### src/rtl/control_setup_initiator.sv
// Host-side control-transfer initiator: serializes an 8-byte SETUP packet, runs the OUT/IN data stage, then waits for the status handshake.
// Optional macro CTRL_TIMEOUT_EN aborts DATA_IN/STATUS after TIMEOUT_CYCLES idle cycles.
module control_setup_initiator #(
    parameter int unsigned MAX_DATA_BYTES = 8,
    parameter int unsigned TIMEOUT_CYCLES = 255
) (
    input  logic        clk,
    input  logic        rst,
    input  logic        start,
    input  logic [7:0]  bmRequestType,
    input  logic [7:0]  bRequest,
    input  logic [15:0] wValue,
    input  logic [15:0] wIndex,
    input  logic [15:0] wLength,
    input  logic [63:0] out_payload,
    output logic [7:0]  tx_data,
    output logic        tx_valid,
    input  logic        tx_ready,
    input  logic [7:0]  rx_data,
    input  logic        rx_valid,
    input  logic        hs_ack,
    input  logic        hs_stall,
    output logic [63:0] setup_word,
    output logic [63:0] in_payload,
    output logic [15:0] xfer_count,
    output logic        busy,
    output logic        done,
    output logic        stall
);

    localparam int unsigned LEN_W = 4;

    typedef enum logic [2:0] {
        S_IDLE, S_SETUP, S_DATA_OUT, S_DATA_IN, S_STATUS, S_DONE, S_ERR
    } state_t;

    state_t            state_q, state_d;
    logic [2:0]        idx_q, idx_d;
    logic [LEN_W-1:0]  len_q, len_d;
    logic [7:0]        tx_data_d;
    logic              tx_valid_d;
    logic [63:0]       setup_word_d;
    logic [63:0]       in_payload_d;
    logic [15:0]       xfer_count_d;
    logic              busy_d, done_d, stall_d;
    logic [15:0]       nxt_cnt;

`ifdef CTRL_TIMEOUT_EN
    localparam int unsigned TIMER_W = $clog2(TIMEOUT_CYCLES + 1);
    logic [TIMER_W-1:0] timer_q, timer_d;
`endif

    // Wire order of the SETUP packet: 16-bit fields go out low byte first.
    function automatic logic [7:0] setup_byte(input logic [63:0] word, input logic [2:0] i);
        case (i)
            3'd0:    setup_byte = word[63:56];
            3'd1:    setup_byte = word[55:48];
            3'd2:    setup_byte = word[39:32];
            3'd3:    setup_byte = word[47:40];
            3'd4:    setup_byte = word[23:16];
            3'd5:    setup_byte = word[31:24];
            3'd6:    setup_byte = word[7:0];
            default: setup_byte = word[15:8];
        endcase
    endfunction

    assign nxt_cnt = xfer_count + 16'd1;

    always_ff @(posedge clk) begin
        if (!rst) begin
            state_q    <= S_IDLE;
            idx_q      <= '0;
            len_q      <= '0;
            tx_data    <= '0;
            tx_valid   <= 1'b0;
            setup_word <= '0;
            in_payload <= '0;
            xfer_count <= '0;
            busy       <= 1'b0;
            done       <= 1'b0;
            stall      <= 1'b0;
`ifdef CTRL_TIMEOUT_EN
            timer_q    <= '0;
`endif
        end else begin
            state_q    <= state_d;
            idx_q      <= idx_d;
            len_q      <= len_d;
            tx_data    <= tx_data_d;
            tx_valid   <= tx_valid_d;
            setup_word <= setup_word_d;
            in_payload <= in_payload_d;
            xfer_count <= xfer_count_d;
            busy       <= busy_d;
            done       <= done_d;
            stall      <= stall_d;
`ifdef CTRL_TIMEOUT_EN
            timer_q    <= timer_d;
`endif
        end
    end

    always_comb begin
        state_d      = state_q;
        idx_d        = idx_q;
        len_d        = len_q;
        tx_data_d    = tx_data;
        tx_valid_d   = tx_valid;
        setup_word_d = setup_word;
        in_payload_d = in_payload;
        xfer_count_d = xfer_count;
        busy_d       = busy;
        done_d       = 1'b0;
        stall_d      = 1'b0;
`ifdef CTRL_TIMEOUT_EN
        timer_d      = '0;
`endif
        case (state_q)
            S_IDLE: begin
                tx_valid_d = 1'b0;
                if (start) begin
                    setup_word_d = {bmRequestType, bRequest, wValue, wIndex, wLength};
                    if (wLength > 16'(MAX_DATA_BYTES)) len_d = LEN_W'(MAX_DATA_BYTES);
                    else                               len_d = LEN_W'(wLength);
                    in_payload_d = '0;
                    xfer_count_d = '0;
                    busy_d       = 1'b1;
                    idx_d        = '0;
                    tx_valid_d   = 1'b1;
                    tx_data_d    = bmRequestType;
                    state_d      = S_SETUP;
                end
            end
            S_SETUP: begin
                if (tx_ready) begin
                    if (idx_q == 3'd7) begin
                        tx_valid_d = 1'b0;
                        if (len_q == '0) begin
                            state_d = S_STATUS;
                        end else if (setup_word[63]) begin
                            state_d = S_DATA_IN;
                        end else begin
                            state_d    = S_DATA_OUT;
                            tx_valid_d = 1'b1;
                            tx_data_d  = out_payload[7:0];
                        end
                    end else begin
                        idx_d     = idx_q + 3'd1;
                        tx_data_d = setup_byte(setup_word, idx_q + 3'd1);
                    end
                end
            end
            S_DATA_OUT: begin
                if (hs_stall) begin
                    state_d    = S_ERR;
                    stall_d    = 1'b1;
                    tx_valid_d = 1'b0;
                end else if (tx_ready) begin
                    xfer_count_d = nxt_cnt;
                    if (nxt_cnt == 16'(len_q)) begin
                        state_d    = S_STATUS;
                        tx_valid_d = 1'b0;
                    end else begin
                        tx_data_d = out_payload[{nxt_cnt[2:0], 3'b000} +: 8];
                    end
                end
            end
            S_DATA_IN: begin
                if (hs_stall) begin
                    state_d = S_ERR;
                    stall_d = 1'b1;
                end else if (rx_valid) begin
                    in_payload_d[{xfer_count[2:0], 3'b000} +: 8] = rx_data;
                    xfer_count_d = nxt_cnt;
                    if (nxt_cnt == 16'(len_q)) state_d = S_STATUS;
                end else begin
`ifdef CTRL_TIMEOUT_EN
                    if (timer_q == TIMER_W'(TIMEOUT_CYCLES - 1)) begin
                        state_d = S_ERR;
                        stall_d = 1'b1;
                    end else begin
                        timer_d = timer_q + TIMER_W'(1);
                    end
`endif
                end
            end
            S_STATUS: begin
                // Stall wins when both handshakes arrive together.
                if (hs_stall) begin
                    state_d = S_ERR;
                    stall_d = 1'b1;
                end else if (hs_ack) begin
                    state_d = S_DONE;
                    done_d  = 1'b1;
                end else begin
`ifdef CTRL_TIMEOUT_EN
                    if (timer_q == TIMER_W'(TIMEOUT_CYCLES - 1)) begin
                        state_d = S_ERR;
                        stall_d = 1'b1;
                    end else begin
                        timer_d = timer_q + TIMER_W'(1);
                    end
`endif
                end
            end
            S_DONE, S_ERR: begin
                busy_d  = 1'b0;
                state_d = S_IDLE;
            end
            default: state_d = S_IDLE;
        endcase
    end

endmodule

### config.mk
export PLATFORM = sky130hd
export DESIGN_NAME = control_setup_initiator
export DESIGN_NICKNAME = d
export VERILOG_FILES = /design/src/rtl/control_setup_initiator.sv
export SDC_FILE = /design/constraint.sdc
export NUM_CORES = 1
export LEC_CHECK = 0
export CAP_MARGIN = 5
export CORE_AREA = 2 2 117 164
export CTS_CLUSTER_SIZE = 28
export DETAILED_ROUTE_END_ITERATION = 8
export DIE_AREA = 0 0 119 166
export PLACE_DENSITY = 0.81
export SETUP_SLACK_MARGIN = 0.02
export SYNTH_ARGS = -nofsm -noshare
export SYNTH_HDL_FRONTEND = slang
export SYNTH_SLANG_ARGS = --single-unit
export TNS_END_PERCENT = 10
### constraint.sdc
create_clock -name clk -period 9.6 [get_ports clk]
set_input_delay 1.92 -clock clk [delete_from_list [all_inputs] [get_ports clk]]
set_output_delay 1.92 -clock clk [all_outputs]
set_load 0.01 [all_outputs]
==> summary.txt, run 1 <==
Timing
  • Achievable Freq: 217 MHz
  • Relative slew slack: 24.0%
  • RSZ-0062 raised after global routing: no
  • Final critical-path share of the clock period: 48.1%
  • Worst-margin pin slew: about 1100 ps
  • Hold Fails Final Rpt: 0
  • Total setup violations reported at the end of the flow: 0
  • Min Tclk post-route: 4620 ps
  • Post-route clock skew: around 12 ps
  • Total negative slack: 0 ps
  • Number of max-slew violations in the final report: 0

Route
  • Number of iterations in the first detailed-routing pass: 5
  • DRT antenna net count: 0
  • Count of vias placed by the detailed router: 8463
  • Post-route DRC: 0
  • Wire per inst: 19.4 um
  • Initial DRC Count: 628
  • Via/cell ratio: 5.72
  • Total length of routed wires: between 20 and 30 mm

Pwr
  • Pwr Total: 0.00249 W
  • Highest ir drop seen on vdd: around 140 uV
  • Clock power share: 29.5%
  • Switch share: between 30% and 40%
  • Net switching component of the power: between 0.0008 and 0.0009 W
  • P_leak: just over 4 nW
  • Combinational group share of total power: 35.5%
  • Proportion of power drawn by flip-flops and latches: 35.0%
  • Internal power summed over all cells: 0.00159 W
  • Areal power density over the cells: 212 nW/um^2

Clocking
  • Clock edge transition at the registers on the reported setup and hold paths: 60 ps
  • Clock latency of the later-clocked register in the worst-skew pair: 430 ps
  • Cell chosen for the clock root: clkbuf_16
  • TritonCTS clock tree: built
  • H-tree depth: 4
  • Number of clock buffers inserted by TritonCTS: 17
  • Post-CTS Hold Fix Bufs: 0
  • TritonCTS sink count: about 170
  • Post-CTS Repair Setup Buffers: 0
  • Clock Tree Buf Depth: 2
  • Cts repair resizes: 0

Cells and area
  • Diodes inserted: 0
  • Share of final-layout standard cells stronger than drive strength 1: 6.80%
  • Commonest non-fill, non-tap cell in the layout: clkdlybuf4s50_1
  • Fin cells: 1480
  • Final layout net count: about 1400
  • End-of-flow core utilization: 64.0%
  • Leading cell types in the layout, fill and taps excluded: clkdlybuf4s50_1 (298), nand2_1 (180), dfxtp_1 (165)
  • Area overhead of the layout relative to synthesis: 45.3%

Worst hold path
  • Path class of the lowest-slack min-delay path: reg -> reg

Synth
  • Most area-hungry cell type in the Yosys netlist: dfxtp_1
  • Synth top area share: about 41%
  • Top FF cell, synth: dfxtp_1
  • Cell area after synthesis: just over 8000 um^2
  • Part of the Yosys area used for sequential elements: 41.1%
  • Post-synth ARST share: 0%
  • Cell count after synthesis: 977
  • Nets in the synthesized netlist: between 1000 and 1500
  • Mean instance size in the synthesized netlist: a little over 8 um^2
  • Synth Warn #: 0
  • Synth area leaders: dfxtp_1 (41%), nand2_1 (8.3%), a22oi_1 (7.4%)
  • Post-synthesis sequential element count: 166
  • Number of flops mapped to enable cells by yosys: 0
  • Library cells used by synthesis: 69

Place
  • Number of buffers inserted by port buffering: 298
  • Placed insts: about 1400
  • Final Wtd Congestion: 0.878
  • Detailed placement HPWL: approximately 22 mm

Global routing
  • Via count of the first global-routing pass: about 8000
  • Number of antenna violations at the first check in global routing: 0
  • Maximum number of pins on one net before global-route repair: 96
  • Wire length of the first global-routing pass: 43.9 mm
  • GRT overflow: 0
  • Combined global-route utilization of all metal layers: between 20 and 30%

Floorplanning
  • Chip height: 166 um
  • Count of standard-cell rows: 59
  • Die area: 19800 um^2
  • Core region area: 18400 um^2
  • Initial standard-cell utilization of the core: 44.0%
  • Count of pins on the block boundary: 299
  • DIE WIDTH: between 100 and 150 um

Job
  • Number of maximum-capacitance constraint violations: 0

Setup path
  • Signal arrival time at the worst endpoint: a little under 5000 ps
  • Max stage delay on crit path: 700 ps
  • Total buffers and inverters traversed by the critical path: 1
  • Dominant delay contributor by cell family on the critical path: simple AND/OR/NAND/NOR gates
  • Endpoint kind of the worst setup timing path: register
  • CP Class: in -> reg
  • Crit-path slowest cell: nor2_1
  • Cell repeated most along the worst path: a21oi_1
  • CP max FO: 15
  • Data required time at the worst endpoint: 9950 ps
  • List of cells traversed by the critical path: clkdlybuf4s50_1 > nand3b_1 > a21oi_1 > a31oi_1 > nor2_1 > nand2_1 > or4_1 > a21oi_1
  • Worst setup SP type: input port

Run status
  • Run status: complete, no violations
metal layers:
| metal | track usage, % | share of wire, % | wire length (um) |
|---|---|---|---|
| met5 | 0 | 0 | 0 |
| met4 | 14.0 | 4.4 | 1250 |
| met3 | 8.65 | 8.6 | 2460 |
| met2 | 50.6 | 51 | 14600 |
| met1 | 30.0 | 36 | 10300 |
area by class of cell:
class                           instances  area, um^2
Clock buffer                           19         453
Clock inverter                         13         183
Fill cell                            1540        6620
Inverter                               13        51.3
Multi-Input combinational cell        721        4410
Sequential cell                       166        3320
Tap cell                              244         305
Timing Repair Buffer                  304        3030
kinds of logic after synthesis:
logic type / synth area share, %
simple gates: 20.8
compound gates: 23.2
flops: 41.1
buf+inv: 4.51
mux: 7.59
fa+ha+maj: 1.86
xor+xnor: 0.959
tightest hold or removal path, cell delays in order (launching register included):
cell and delay (ps):
dfxtp_1 310, nand2_1 50, mux2i_1 50
final timing paths:
kind                            slack [ps]  cells after the start                     endpoint                       start
worst max-delay path                  4980                      8  xfer_count[15]$_SDFFE_PN0P_                    hs_stall
worst min-delay path                   470                      2        tx_valid$_SDFFE_PN0P_       tx_valid$_SDFFE_PN0P_
worst max register to register        5760                      8      tx_data[4]$_SDFFE_PN0P_  xfer_count[0]$_SDFFE_PN0P_
worst min register to register         470                      2        tx_valid$_SDFFE_PN0P_       tx_valid$_SDFFE_PN0P_
stage by stage:
stage	setup WS [ps]	area [um^2]	hold slack, ps
floorplan	6120	8090	479
global placement	4740	11100	448
detailed placement	4610	11100	463
CTS	5050	11800	474
global route	4700	11800	487
finish	4980	11800	469
power by group through the flow:
stage	Clock (W)	Combinational, W	Sequential [W]
6_report	0.000736	0.000885	0.000873
5_1_grt	0.000777	0.000959	0.000884
4_1_cts	0.000747	0.000884	0.000873
3_5_place_dp	0	0.000881	0.000888
3_3_place_gp	0	0.000871	0.000885
2_1_floorplan	0	0.000509	0.000878
synthesized netlist by cell type, types with 6 or more instances:
cell type,number
nand2_1,180
dfxtp_1,166
nor2_1,107
a21oi_1,94
a22oi_1,80
clkbuf_1,51
o21ai_0,27
mux4_2,16
buf_1,15
nor3_1,15
mux2i_1,13
nand3_1,13
ha_1,12
inv_1,11
mux2_2,11
a22o_1,10
and3_1,9
nand4_1,8
or3_1,8
nor2b_1,7
nor4_1,7
a211oi_1,6
a21boi_0,6
a21o_1,6
a221oi_1,6
a31oi_1,6
buf_2,6
state kept, by name, indices dropped and copies added (netlist names):
signal and flops:
len_q 4, busy 1, setup_word 64, state_q 3, done 1, stall 1
idx_q 3, tx_valid 1, tx_data 8, in_payload 64, xfer_count 16
No activity file was read; power rests on OpenSTA's default activity.
==> run 2: changes to the inputs <==
Settings changed: CORE_AREA 2 2 117 164 to 2 2 122 172, DIE_AREA 0 0 119 166 to 0 0 124 174, PLACE_DENSITY 0.81 to 0.78.
Clock period 9.6 ns to 4.1 ns, I/O delays scaled along.
==> summary.txt, run 2 (synthesis gave the netlist of run 1 again) <==
Route
  • Number of iterations in the first detailed-routing pass: 6
  • Post-route DRC: 0
  • Count of vias placed by the detailed router: approximately 8600
  • DRT antenna net count: 0
  • Top routing layer used: met5
  • Met3 Routed Length: 2.56 mm
  • Wire per inst: 19.8 um
  • Metal1 wirelength: 10.6 mm
  • Total length of routed wires: between 20 and 30 mm
  • Length of routed met2 wiring: 15.2 mm
  • Via/cell ratio: between 5 and 6
  • Initial DRC Count: 794

Clocking
  • Clock Tree Buf Depth: 2
  • TritonCTS clock tree: built
  • Post-CTS Hold Fix Bufs: 0
  • Number of clock buffers inserted by TritonCTS: 17
  • Clock latency of the later-clocked register in the worst-skew pair: 430 ps
  • Post-CTS Repair Setup Buffers: 0
  • Cell chosen for the clock root: clkbuf_16
  • Cts repair resizes: 0
  • H-tree depth: 4
  • Clock edge transition at the registers on the reported setup and hold paths: 70 ps
  • TritonCTS sink count: roughly 170

Setup path
  • Endpoint kind of the worst setup timing path: register
  • Crit-path slowest cell: dfxtp_1
  • Dominant delay contributor by cell family on the critical path: simple AND/OR/NAND/NOR gates
  • Critical path launch point: xfer_count[1]$_SDFFE_PN0P_
  • List of cells traversed by the critical path: ha_1 > nand4_2 > nor2_1 > o211ai_1 > a221oi_2 > a41oi_2 > and3_1 > nor3_1
  • CP max FO: 13
  • Worst setup SP type: register
  • Start of the worst register-to-register path: xfer_count[1]$_SDFFE_PN0P_
  • Signal arrival time at the worst endpoint: 3480 ps
  • Data required time at the worst endpoint: 4450 ps
  • CP Class: reg -> reg
  • R2R Setup Slk: 960 ps
  • Max stage delay on crit path: approximately 480 ps
  • Total buffers and inverters traversed by the critical path: 0

Place
  • Final Wtd Congestion: about 0.88
  • Placed insts: about 1500
  • Detailed placement HPWL: 22.6 mm
  • Number of buffers inserted by port buffering: 298

Floorplanning
  • Core region area: 20200 um^2
  • Count of standard-cell rows: between 60 and 70
  • Count of pins on the block boundary: 299
  • Die area: 21600 um^2
  • DIE WIDTH: about 120 um
  • Initial standard-cell utilization of the core: between 40% and 50%
  • Chip height: 174 um

Run status
  • Run status: complete, no violations

Timing
  • Min Tclk post-route: 3140 ps
  • Number of max-slew violations in the final report: 0
  • Relative slew slack: 48.4%
  • Hold slack final: 478 ps
  • Post-route clock skew: around 15 ps
  • Total setup violations reported at the end of the flow: 0
  • Achievable Freq: 319 MHz
  • RSZ-0062 raised after global routing: no
  • Total negative slack: 0 ps
  • Worst-margin pin slew: approximately 770 ps
  • Hold Fails Final Rpt: 0
  • Final critical-path share of the clock period: between 70 and 80%

Cells and area
  • Registers with the most flip-flops: in_payload: 64 flops, setup_word: 64 flops, xfer_count: 16 flops
  • End-of-flow core utilization: 58.7%
  • Area overhead of the layout relative to synthesis: 46.3%
  • Diodes inserted: 0
  • Leading cell types in the layout, fill and taps excluded: clkdlybuf4s50_1 (298), nand2_1 (180), dfxtp_1 (165)
  • Share of final-layout standard cells stronger than drive strength 1: 7.54%
  • Final layout net count: between 1000 and 1500
  • Fin cells: 1502
  • Commonest non-fill, non-tap cell in the layout: clkdlybuf4s50_1

Global routing
  • Via count of the first global-routing pass: 8090
  • Wire length of the first global-routing pass: approximately 45 mm
  • GRT overflow: 0
  • Combined global-route utilization of all metal layers: 27.1%
  • Maximum number of pins on one net before global-route repair: 76
  • Number of antenna violations at the first check in global routing: 1

Pwr
  • P_leak: 4.14 nW
  • Areal power density over the cells: 487 nW/um^2
  • Highest ir drop seen on vdd: 329 uV
  • Pwr Total: about 0.0058 W

Worst hold path
  • Path class of the lowest-slack min-delay path: reg -> reg
  • Hold Crit Start: setup_word[21]$_SDFFE_PN0P_

Job
  • Number of maximum-capacitance constraint violations: 0
## run 2: worst paths after layout
path	end	cells past startpoint
setup / recovery	tx_data[4]$_SDFFE_PN0P_	8
hold / removal	setup_word[21]$_SDFFE_PN0P_	2
setup reg to reg	tx_data[4]$_SDFFE_PN0P_	8
hold reg to reg	setup_word[21]$_SDFFE_PN0P_	2
## run 2: stage by stage
stage / setup slack, ps / area (um^2)
global route: 674 / 11800
CTS: 981 / 11800
global placement: 942 / 11200
detailed placement: 901 / 11200
finish: 962 / 11800
floorplan: 999 / 8090
## run 2: layer usage
metal | track usage, % | vias up
met5 | 0 | -
met4 | 12.2 | 2
met3 | 6.79 | 72
met2 | 48.3 | 460
met1 | 29.5 | 4035
li1 | - | 4023
## run 2: worst reg2reg max path: stages (launching register included)
cell	delay, ps
dfxtp_1	480
ha_1	470
nand4_2	240
nor2_1	410
o211ai_1	190
a221oi_2	380
a41oi_2	460
and3_1	320
nor3_1	110
## run 2: cell type report
cell class                      instances  area [um^2]
Clock buffer                           17          425
Timing Repair Buffer                  314         3120
Tap cell                              256          320
Multi-Input combinational cell        721         4410
Clock inverter                         15          188
Inverter                               13         51.3
Sequential cell                       166         3320
Fill cell                            1813         8330
## run 2: power breakdown
part	internal (W)	total (W)	switching, W
Sequential	0.00181	0.00203	0.000216
Clock	0.000827	0.00161	0.000783
Combinational	0.000926	0.00213	0.00120
==> run 3: changes to the inputs <==
Clock period 4.1 ns to 2.8 ns, I/O delays scaled along.
==> summary.txt, run 3 (synthesis gave the netlist of run 1 again) <==
Place
  • Detailed placement HPWL: 23.8 mm
  • Final Wtd Congestion: 0.938
  • Number of buffers inserted by port buffering: slightly below 300
  • Placed insts: approximately 1500

Global routing
  • Wire length of the first global-routing pass: around 46 mm
  • Combined global-route utilization of all metal layers: between 20 and 30%
  • Maximum number of pins on one net before global-route repair: between 70 and 80
  • Number of antenna violations at the first check in global routing: 0
  • Via count of the first global-routing pass: 8312
  • GRT overflow: 0

Clocking
  • Number of clock buffers inserted by TritonCTS: 17
  • H-tree depth: 4
  • TritonCTS sink count: 166
  • Clock Tree Buf Depth: 2
  • Clock latency of the later-clocked register in the worst-skew pair: 440 ps
  • Post-CTS Repair Setup Buffers: 0
  • Clock edge transition at the registers on the reported setup and hold paths: around 70 ps
  • TritonCTS clock tree: built
  • Post-CTS Hold Fix Bufs: 0
  • Cell chosen for the clock root: clkbuf_16

Run status
  • Run status: complete, no violations

Pwr
  • Pwr Total: 0.00858 W
  • Switch share: a little under two fifths
  • Proportion of power drawn by flip-flops and latches: 34.5%
  • Internal power summed over all cells: 0.00531 W
  • Combinational group share of total power: between 30% and 40%
  • P_leak: ~4.3 nW
  • Clock power share: roughly 27%
  • Net switching component of the power: approximately 0.0033 W
  • Areal power density over the cells: 711 nW/um^2
  • Highest ir drop seen on vdd: 441 uV

Timing
  • Worst-margin pin slew: 663 ps
  • Final critical-path share of the clock period: 94.5%
  • Number of max-slew violations in the final report: 0
  • Total setup violations reported at the end of the flow: 0
  • Achievable Freq: 378 MHz
  • Total negative slack: 0 ps
  • RSZ-0062 raised after global routing: no
  • Post-route clock skew: 12.1 ps
  • Min Tclk post-route: about 2600 ps
  • Relative slew slack: 55.5%
  • Hold Fails Final Rpt: 0

Route
  • Via/cell ratio: 5.73
  • Number of iterations in the first detailed-routing pass: 5
  • Total length of routed wires: 30.9 mm
  • DRT antenna net count: 0
  • Initial DRC Count: 618
  • Post-route DRC: 0
  • Wire per inst: 20.2 um
  • Count of vias placed by the detailed router: approximately 8800

Cells and area
  • Area overhead of the layout relative to synthesis: 49.1%
  • Commonest non-fill, non-tap cell in the layout: clkdlybuf4s50_1
  • Fin cells: 1533
  • Final layout net count: 1419
  • Registers with the most flip-flops: in_payload: 64 flops, setup_word: 64 flops, xfer_count: 16 flops
  • Leading cell types in the layout, fill and taps excluded: clkdlybuf4s50_1 (298), nand2_1 (180), dfxtp_1 (165)
  • Diodes inserted: 0
  • Share of final-layout standard cells stronger than drive strength 1: 10.0%

Floorplanning
  • Core region area: between 20000 and 25000 um^2
  • Initial standard-cell utilization of the core: 40.1%
  • Count of standard-cell rows: 62
  • Count of pins on the block boundary: 299
  • Chip height: 174 um
  • Die area: 21600 um^2
  • DIE WIDTH: around 120 um

Setup path
  • Data required time at the worst endpoint: a little over 3000 ps
  • CP max FO: 12
  • Endpoint kind of the worst setup timing path: register
  • Worst reg2reg path depth: 9
  • CP Class: reg -> reg
  • Worst setup SP type: register
  • Signal arrival time at the worst endpoint: around 3000 ps

Worst hold path
  • Path class of the lowest-slack min-delay path: reg -> reg
  • Hold-critical path depth: 2

Job
  • Number of maximum-capacitance constraint violations: 0
## run 3: changes by cell type in the layout (fill, tap and decap cells not counted), moves of 2 or more
cell      previous run  this run
buf_4               15        45
inv_8                2         6
inv_6                4         2
clkinv_4             1         3
clkinv_8             7         2
## run 3: power groups by stage
stage	Sequential [W]	Combinational (W)	Clock (W)
finish	0.00296	0.00331	0.00231
global route	0.00299	0.00358	0.00243
CTS	0.00296	0.00330	0.00233
detailed placement	0.00301	0.00329	0
global placement	0.00301	0.00324	0
floorplan	0.00301	0.00176	0
## run 3: path summary, 6_finish.rpt
kind / start / endpoint / slack (ps)
hold reg to reg: setup_word[20]$_SDFFE_PN0P_ / setup_word[20]$_SDFFE_PN0P_ / 470
setup / recovery: idx_q[0]$_SDFFE_PN0P_ / tx_data[1]$_SDFFE_PN0P_ / 150
setup reg to reg: idx_q[0]$_SDFFE_PN0P_ / tx_data[1]$_SDFFE_PN0P_ / 150
hold / removal: setup_word[20]$_SDFFE_PN0P_ / setup_word[20]$_SDFFE_PN0P_ / 470
## run 3: cell type report
class	instances	area, um^2
clock buffer	17	425
clock inverter	15	159
fill	1800	8100
inverter	13	51.3
multi-input combinational	721	4430
sequential	166	3320
tap	256	320
timing repair buffer	345	3360
## run 3: worst max-delay path: stages (launching register included)
cell and delay, ps:
dfxtp_1 360, ha_1 230, ha_2 470, buf_4 230, nor2b_1 110, a221o_1 350
a221oi_1 390, o221ai_1 200, mux2i_1 150, nor2_1 50
## run 3: repair_timing
action                                  4_1_cts  5_1_grt
endpoints found under the setup margin        1        2
resized for setup                             1        1
pin swaps                                     0        0
## run 3: per-layer routing
layer	vias up	GRT usage [%]	wire length [um]
met5	-	0	0
met4	0	12.4	1330
met3	67	5.94	2540
met2	456	51.4	16000
met1	4178	29.9	11100
li1	4090	-	-
## run 3: stage by stage
step	setup slack, ps	hold WS [ps]	utilization (%)	instance area, um^2
final	153	472	59.8	12100
after global routing	21.1	497	59.8	12100
after CTS	102	472	59.8	12100
after detailed placement	36.6	462	56.9	11500
after global placement	90.1	460	56.9	11500
after floorplan	23.9	479	-	8110
